<file path="config.mk">
export PLATFORM = sky130hd
export DESIGN_NAME = dmni_br_arbiter_flat
export DESIGN_NICKNAME = d
export VERILOG_FILES = /design/src/rtl/dmni_br_arbiter_if.sv /design/src/rtl/dmni_br_arbiter.sv /design/src/flat_wrapper.sv
export SDC_FILE = /design/constraint.sdc
export NUM_CORES = 1
export LEC_CHECK = 0
export CAP_MARGIN = 40
export CORE_AREA = 2 2 61 105
export DETAILED_ROUTE_END_ITERATION = 16
export DIE_AREA = 0 0 63 107
export PLACE_DENSITY = 0.81
export SLEW_MARGIN = 20
export SYNTH_ARGS = -nofsm -noshare
export SYNTH_HDL_FRONTEND = slang
export SYNTH_SLANG_ARGS = --single-unit
</file>
<file path="constraint.sdc">
create_clock -name clk_i -period 1.5 [get_ports clk_i]
set_clock_uncertainty 0.05 [all_clocks]
set_input_delay 0.3 -clock clk_i [delete_from_list [all_inputs] [get_ports clk_i]]
set_output_delay 0.3 -clock clk_i [all_outputs]
set_load 0.1 [all_outputs]
</file>
<file path="src/rtl/dmni_br_arbiter_if.sv">
// rtl/dmni_br_arbiter_if.sv - BrNoC local injection port (req/ack handshake plus 36-bit packet)
interface dmni_br_arbiter_if #(
  parameter int DATA_W = 36
) ();
  logic              br_req_o;
  logic [DATA_W-1:0] br_data_o;
  logic              br_ack_i;

  modport master (output br_req_o, output br_data_o, input br_ack_i);
  modport slave  (input br_req_o, input br_data_o, output br_ack_i);
endinterface

</file>
<file path="src/rtl/dmni_br_arbiter.sv">
// rtl/dmni_br_arbiter.sv - software/monitor round-robin arbiter onto the BrNoC local port
// Optional ack timeout enabled by defining BR_TIMEOUT_EN.
module dmni_br_arbiter #(
  parameter int         PAYLOAD_W   = 16,
  parameter int         SEQ_W       = 8,
  parameter logic [3:0] MON_KSVC    = 4'h4,
  parameter int         TIMEOUT_CYC = 1024
) (
  input  logic                  clk_i,
  input  logic                  rst_ni,
  input  logic [15:0]           address_i,
  input  logic                  sw_req_i,
  input  logic [3:0]            sw_ksvc_i,
  input  logic [PAYLOAD_W-1:0]  sw_payload_i,
  output logic                  sw_busy_o,
  output logic                  sw_done_o,
  input  logic                  mon_req_i,
  input  logic [PAYLOAD_W-1:0]  mon_payload_i,
  output logic                  mon_ack_o,
  output logic                  err_o,
  dmni_br_arbiter_if.master     br
);

  localparam int   DATA_W  = PAYLOAD_W + 20;
  localparam logic SRC_SW  = 1'b0;
  localparam logic SRC_MON = 1'b1;

  typedef enum logic [1:0] {IDLE, SEND, DONE} state_t;

  state_t             state_q, state_d;
  logic               last_q, last_d;
  logic               src_q, src_d;
  logic [DATA_W-1:0]  data_q, data_d;
  logic [SEQ_W-1:0]   seq_q, seq_d;
  logic               err_q, err_d;
  logic               pick_mon;

  // Address bits above the source field are displaced by the sequence number.
  logic unused_addr;
  assign unused_addr = ^address_i[15:16-SEQ_W];

`ifdef BR_TIMEOUT_EN
  localparam int CNT_W = $clog2(TIMEOUT_CYC + 1);
  logic [CNT_W-1:0] cnt_q, cnt_d;
`endif

  always_comb begin
    state_d  = state_q;
    last_d   = last_q;
    src_d    = src_q;
    data_d   = data_q;
    seq_d    = seq_q;
    err_d    = err_q;
    pick_mon = 1'b0;
`ifdef BR_TIMEOUT_EN
    cnt_d    = cnt_q;
`endif
    case (state_q)
      IDLE: begin
        if (sw_req_i || mon_req_i) begin
          pick_mon = mon_req_i && (!sw_req_i || (last_q == SRC_SW));
          src_d    = pick_mon;
          last_d   = pick_mon;
          data_d   = {(pick_mon ? mon_payload_i : sw_payload_i), seq_q,
                      address_i[15-SEQ_W:0], (pick_mon ? MON_KSVC : sw_ksvc_i)};
          err_d    = 1'b0;
          state_d  = SEND;
`ifdef BR_TIMEOUT_EN
          cnt_d    = '0;
`endif
        end
      end
      SEND: begin
        if (br.br_ack_i) begin
          seq_d   = seq_q + 1'b1;
          state_d = DONE;
        end
`ifdef BR_TIMEOUT_EN
        else if (cnt_q == CNT_W'(TIMEOUT_CYC - 1)) begin
          err_d   = 1'b1;
          state_d = DONE;
        end else begin
          cnt_d = cnt_q + 1'b1;
        end
`endif
      end
      DONE:    state_d = IDLE;
      default: state_d = IDLE;
    endcase
  end

  always_ff @(posedge clk_i or negedge rst_ni) begin
    if (!rst_ni) begin
      state_q <= IDLE;
      last_q  <= SRC_MON;
      src_q   <= SRC_SW;
      data_q  <= '0;
      seq_q   <= '0;
      err_q   <= 1'b0;
`ifdef BR_TIMEOUT_EN
      cnt_q   <= '0;
`endif
    end else begin
      state_q <= state_d;
      last_q  <= last_d;
      src_q   <= src_d;
      data_q  <= data_d;
      seq_q   <= seq_d;
      err_q   <= err_d;
`ifdef BR_TIMEOUT_EN
      cnt_q   <= cnt_d;
`endif
    end
  end

  assign br.br_req_o  = (state_q == SEND);
  assign br.br_data_o = data_q;
  assign sw_busy_o    = (state_q != IDLE) && (src_q == SRC_SW);
  assign sw_done_o    = (state_q == DONE) && (src_q == SRC_SW);
  assign mon_ack_o    = (state_q == DONE) && (src_q == SRC_MON);
`ifdef BR_TIMEOUT_EN
  assign err_o        = (state_q == DONE) && err_q;
`else
  assign err_o        = 1'b0;
`endif

endmodule

</file>
<file path="src/flat_wrapper.sv">
// flat-port wrapper written by rule: the top's interface ports become plain ports
module dmni_br_arbiter_flat 
#(
  parameter int         PAYLOAD_W   = 16,
  parameter int         SEQ_W       = 8,
  parameter logic [3:0] MON_KSVC    = 4'h4,
  parameter int         TIMEOUT_CYC = 1024
)
  (clk_i, rst_ni, address_i, sw_req_i, sw_ksvc_i, sw_payload_i, sw_busy_o, sw_done_o, mon_req_i, mon_payload_i, mon_ack_o, err_o, br_br_req_o, br_br_data_o, br_br_ack_i);
  dmni_br_arbiter_if #(.DATA_W(36)) br_i ();
  input  logic clk_i;
  input  logic rst_ni;
  input  logic [15:0] address_i;
  input  logic sw_req_i;
  input  logic [3:0] sw_ksvc_i;
  input  logic [PAYLOAD_W-1:0] sw_payload_i;
  output logic sw_busy_o;
  output logic sw_done_o;
  input  logic mon_req_i;
  input  logic [PAYLOAD_W-1:0] mon_payload_i;
  output logic mon_ack_o;
  output logic err_o;
  output wire logic [$bits(br_i.br_req_o)-1:0] br_br_req_o;
  output wire logic [$bits(br_i.br_data_o)-1:0] br_br_data_o;
  input wire logic [$bits(br_i.br_ack_i)-1:0] br_br_ack_i;
  assign br_br_req_o = br_i.br_req_o;
  assign br_br_data_o = br_i.br_data_o;
  assign br_i.br_ack_i = br_br_ack_i;
  dmni_br_arbiter #(.PAYLOAD_W(PAYLOAD_W), .SEQ_W(SEQ_W), .MON_KSVC(MON_KSVC), .TIMEOUT_CYC(TIMEOUT_CYC)) u_core (.clk_i(clk_i), .rst_ni(rst_ni), .address_i(address_i), .sw_req_i(sw_req_i), .sw_ksvc_i(sw_ksvc_i), .sw_payload_i(sw_payload_i), .sw_busy_o(sw_busy_o), .sw_done_o(sw_done_o), .mon_req_i(mon_req_i), .mon_payload_i(mon_payload_i), .mon_ack_o(mon_ack_o), .err_o(err_o), .br(br_i));
endmodule
</file>
Word-level counts from Yosys, hierarchy flattened
Index checks and enable logic that the tools add are counted.
{ "word_totals": {"reg_bits": 48, "output_inout_bits": 41, "wordCells": 29, "inputBits": 57} }
{ "op_classes": {"add_sub_neg": 1, "n_mux": 5, "eq_ne": 4, "bitwise_logic": 2, "n_reduce_logical": 12} }
{ "op_table": {"columns": ["cell", "count"], "rows": [
  ["16-bit two-way mux", 1],
  ["8-bit by 1-bit adder with 8-bit output (second input constant)", 1],
  ["2-bit AND reduction", 3],
  ["1-bit logical AND", 4],
  ["2-bit two-way mux", 2],
  ["4-bit two-way mux", 1],
  ["2-bit by 1-bit inequality test with 1-bit output (second input constant)", 2],
  ["2-bit one-hot mux with 2 select lines", 1],
  ["2-bit by 1-bit equality test with 1-bit output (second input constant)", 1],
  ["2-bit equality test (second input constant)", 1],
  ["2-bit logical NOT", 1],
  ["1-bit logical OR", 2],
  ["1-bit NOT", 2],
  ["2-bit nonzero test", 1],
  ["1-bit logical NOT", 1]
]} }

Logic depth before layout (Yosys ltp)
{ "logic_depth": {"ltp_word": 4, "mapped_depth": 5, "mapped_depth_nobuf": 4} }

Worst setup path before layout
OpenSTA, ideal clock, no wires.
{ "synth_path": {"kind": "reg-to-output", "from": "register u_core.state_q[0]", "to": "output sw_done_o", "stages_incl_launch_ff": 2, "n_path_buf": 0, "t_required_ns": 1.150, "path_slack_ns": -1.466, "t_arrival_ns": 2.616, "cell_sequence": "dfrtp_1 -> nor3b_1"} }
{ "synth_via": {"elab_chain_cells": 2} }
{ "synth_rtl": {"columns": ["element", "line", "source"], "rows": [
  ["from (decl)", "dmni_br_arbiter.sv:30", "state_t state_q, state_d;"],
  ["from (signal assigned)", "dmni_br_arbiter.sv:104", "state_q <= state_d;"],
  ["2-bit equality test", "dmni_br_arbiter.sv:119", "assign sw_done_o = (state_q == DONE) && (src_q == SRC_SW);"],
  ["1-bit logical AND", "dmni_br_arbiter.sv:119", null],
  ["to (decl)", "flat_wrapper.sv:18", "output logic sw_done_o;"]
]} }
Every way passes these cells.

Worst setup path in the final report
{ "layout_path": {"from": "register u_core.state_q[0]", "to": "output mon_ack_o"} }
{ "layout_via": {"elab_chain_cells": 2} }
{ "layout_rtl": {"columns": ["element", "line", "source"], "rows": [
  ["2-bit equality test", "dmni_br_arbiter.sv:120", "assign mon_ack_o = (state_q == DONE) && (src_q == SRC_MON);"],
  ["1-bit logical AND", "dmni_br_arbiter.sv:120", null],
  ["to (decl)", "flat_wrapper.sv:21", "output logic mon_ack_o;"]
]} }
Every way passes these cells.

==> metrics.txt <==
# TYPE chip_impl_metric gauge
chip_impl_info{name="crit_path_end_kind",value="output port"} 1
chip_impl_metric{name="share_of_async_settable_or_async_resettable_flops_after_synthesis",unit=""} 1.00
chip_impl_metric{name="area_delta_synth_final",unit="%"} 87.5
chip_impl_info{name="cts_tree",value="yes"} 1
chip_impl_metric{name="multiInputGateArea",unit="sq um"} 936
chip_impl_metric{name="worst_ep_required_time",unit="ns"} 1.15
chip_impl_metric{name="die-area",unit="sq um"} 6740
chip_impl_metric{name="dp_hpwl",unit="microns"} 3860
chip_impl_info{name="outcome",value="finished, violations left"} 1
chip_impl_metric{name="wire_per_inst",unit="microns"} 16.0
chip_impl_metric{name="pin_count_of_the_biggest_net_entering_global_routing",unit=""} 30
chip_impl_metric{name="stdcell_area",unit="sq um"} 3960
chip_impl_metric{name="drtPass1Iterations",unit=""} 4
chip_impl_metric{name="effective_utilization_at_floorplan",unit=""} 0.359
chip_impl_info{name="unrepaired_setup_endpoints_after_global_routing",value="true"} 1
chip_impl_metric{name="adder_cell_share_of_the_synthesized_area",unit=""} 0.00593
chip_impl_metric{name="cells_after_dpl",unit=""} 319
chip_impl_metric{name="fp.dieH",unit="microns"} 107
chip_impl_metric{name="clk-insertion-delay-late",unit="ns"} 0.29
chip_impl_metric{name="fin_crit",unit="ns"} 1.65
chip_impl_metric{name="cts.reportedPaths.clkPinSlew",unit="ns"} 0.08
chip_impl_metric{name="worst_r2r_path_depth",unit=""} 4
chip_impl_metric{name="synth_area",unit="sq um"} 2110
chip_impl_metric{name="synth-compound-area-share",unit=""} 0.0403
chip_impl_metric{name="worst_slack",unit="ns"} -0.147
chip_impl_info{name="yosysTopAreaCell",value="dfrtp_1"} 1
chip_impl_metric{name="numPortBuffers",unit=""} 88
chip_impl_metric{name="avgSynthCellArea",unit="sq um"} 14.5
chip_impl_metric{name="initial_antenna_violation_count",unit=""} 0
chip_impl_metric{name="report.final.setup_viol",unit=""} 21
chip_impl_info{name="criticalPathCategory",value="register to output port"} 1
chip_impl_metric{name="n_fill_cell",unit=""} 400
chip_impl_metric{name="globalRoute.totalOverflow",unit=""} 0
chip_impl_info{name="launch_instance_of_the_worst_register_to_register_path",value="u_core.last_q"} 1
chip_impl_metric{name="boundaryPins",unit=""} 98
chip_impl_metric{name="synth_cells",unit=""} 145
chip_impl_metric{name="muxShareOfSynthArea",unit=""} 0.278
chip_impl_metric{name="routed_wl",unit="microns"} 5400
chip_impl_metric{name="nNetsFinal",unit=""} 316
chip_impl_metric{name="placeable_area",unit="sq um"} 5880
chip_impl_metric{name="drive_gt1_frac",unit=""} 0.510
chip_impl_metric{name="fmax_achieved",unit="MHz"} 607
chip_impl_metric{name="count_of_nets_left_with_antenna_violations_after_detail_routing",unit=""} 0
chip_impl_info{name="critPathLaunch",value="u_core.state_q[0]"} 1
chip_impl_metric{name="worst_ep_arrival_time",unit="ns"} 1.30
chip_impl_metric{name="number_of_global_route_vias_before_repair",unit=""} 1667
chip_impl_info{name="synthTopCellsByArea",value="dfrtp_1 (56%), mux2_2 (21%), mux2_4 (6.4%)"} 1
chip_impl_metric{name="synth_edf_count",unit=""} 0
chip_impl_info{name="worstHoldPathType",value="input pin to async pin"} 1
chip_impl_info{name="synth_top_family_by_area",value="multiplexers"} 1
chip_impl_info{name="ys_top_cells_by_count",value="dfrtp_1 (47), mux2_2 (40), mux2_4 (9)"} 1
chip_impl_metric{name="post_synth_num_cell_types",unit=""} 31
chip_impl_info{name="worstSetupStartpointType",value="register"} 1
chip_impl_metric{name="share_of_synthesized_area_occupied_by_flip_flops_and_latches",unit=""} 0.570
chip_impl_metric{name="critical_path.max_fanout",unit=""} 4
chip_impl_metric{name="grt_first_pass_wirelength",unit="microns"} 8360
chip_impl_info{name="library_cell_with_the_highest_instance_count_after_synthesis",value="dfrtp_1"} 1
chip_impl_info{name="clock_tree.root_cell",value="clkbuf_8"} 1
chip_impl_metric{name="register_area",unit="sq um"} 1200
chip_impl_metric{name="placed_cell_area",unit="sq um"} 3640
chip_impl_metric{name="gp_congestion",unit=""} 0.721
chip_impl_metric{name="grt_usage",unit=""} 0.161
chip_impl_metric{name="report.final.hold_viol_count",unit=""} 0
chip_impl_metric{name="detail_route.vias_per_cell",unit=""} 4.68
chip_impl_metric{name="post_synth_xor_area_fraction",unit=""} 0.0291
chip_impl_metric{name="drt_iter0_markers",unit=""} 50
chip_impl_metric{name="fin_crit_sh",unit=""} 1.10
chip_impl_metric{name="yosys_register_bits",unit=""} 48
chip_impl_metric{name="clock_sink_count",unit=""} 48
chip_impl_metric{name="n_antenna_cell",unit=""} 0
chip_impl_metric{name="clockBufferDepth",unit=""} 2
chip_impl_metric{name="yosys.area_share.simple",unit=""} 0.0445
chip_impl_metric{name="maxCapViolations",unit=""} 0
chip_impl_metric{name="dieWidth",unit="microns"} 63
chip_impl_metric{name="number_of_h_tree_levels",unit=""} 2
chip_impl_metric{name="net_count_after_synthesis",unit=""} 203
chip_impl_metric{name="timing_max_transition_violations_final",unit=""} 0
chip_impl_metric{name="drc",unit=""} 0
chip_impl_metric{name="cts_buffers",unit=""} 5
chip_impl_info{name="failed_checks",value="negative setup slack"} 1
chip_impl_metric{name="floorplan.rows",unit=""} 37
chip_impl_metric{name="synth.yosys.warnings",unit=""} 0
chip_impl_metric{name="share_of_the_synthesized_area_in_the_top_cell_type",unit=""} 0.558
chip_impl_metric{name="num_vias",unit=""} 1578
chip_impl_info{name="synthFlopType",value="dfrtp_1"} 1
chip_impl_metric{name="final_cells",unit=""} 337
-- cell type report --
cell class / instances / area share
well taps: 78 / 0.0247
multi-input cells: 86 / 0.237
clock inverters: 1 / 0.00190
clock buffers: 7 / 0.0218
inverters: 4 / 0.00475
repair buffers: 113 / 0.406
flip-flops and latches: 48 / 0.304
-- stage by stage --
stage	setup slack (ns)	utilization	hold slack (ns)	setup TNS, ns
finish	-0.147	0.673	0.355	-2.27
global route	-0.188	0.673	0.378	-3.13
CTS	-0.149	0.657	0.356	-2.32
detailed placement	-0.436	0.618	0.134	-13.41
global placement	-0.411	0.618	0.133	-12.42
floorplan	-0.185	-	-0.0456	-2.68
-- cells in the final DEF (no fill, tap or decap), types with 2 or more instances in the layout --
cell	count
buf_12	43
clkinvlp_4	2
a22o_1	3
dlygate4sd2_1	2
nand2_1	2
clkbuf_8	6
inv_1	3
buf_4	12
dfrtp_1	46
xnor2_1	3
nand4_1	2
clkbuf_16	2
clkdlybuf4s50_1	45
nor3_1	2
nor2_4	2
mux2_2	31
nand3_1	2
mux2_4	18
bufbuf_16	2
xor2_1	4
buf_6	5
-- cell families after synthesis --
family	count (synthesis)
fa+ha+maj	1
xor+xnor	7
compound gates	11
simple gates	17
flops	48
other cells	1
buf+inv	11
mux	49
-- timing repair --
item | in CTS | in global routing
setup buffers | 4 | 1
pin swaps | 2 | 1
endpoints found under the hold margin | 9 | 0
endpoints found under the setup margin | 36 | 23
cloned | 2 | 2
resized for setup | 10 | 9
hold buffers | 1 | 0
-- sequential cells by signal (all words and copies together), names as in the netlist --
register,cells
u_core.br.br_data_o,36
u_core.state_q,2
u_core.seq_q,8
u_core.src_q,1
u_core.last_q,1
-- critical path, cell delays in order, from the launching register on --
cell	delay (ns)
dfrtp_2	0.44
buf_6	0.14
and3b_2	0.26
buf_12	0.17
-- path summary, 6_finish.rpt --
check,end,slack [ns]
min in group clk_i,u_core.seq_q[7],0.42
max,mon_ack_o,-0.15
min,u_core.br.br_data_o[0],0.36
min reg2reg,u_core.seq_q[7],0.42
max in group asynchronous,u_core.last_q,0.54
max reg2reg,u_core.br.br_data_o[23],-0.14
-- layer usage --
metal / vias to the layer above / share of wire / GRT usage
li1: 735 / - / -
met1: 778 / 0.37 / 0.181
met2: 60 / 0.56 / 0.298
met3: 5 / 0.059 / 0.0378
met4: 0 / 0.011 / 0.0460
met5: - / 0 / 0
Power is left out: the tool's default activity adds up to more than one toggle a clock period on the data nets, which glitch-free logic cannot reach.
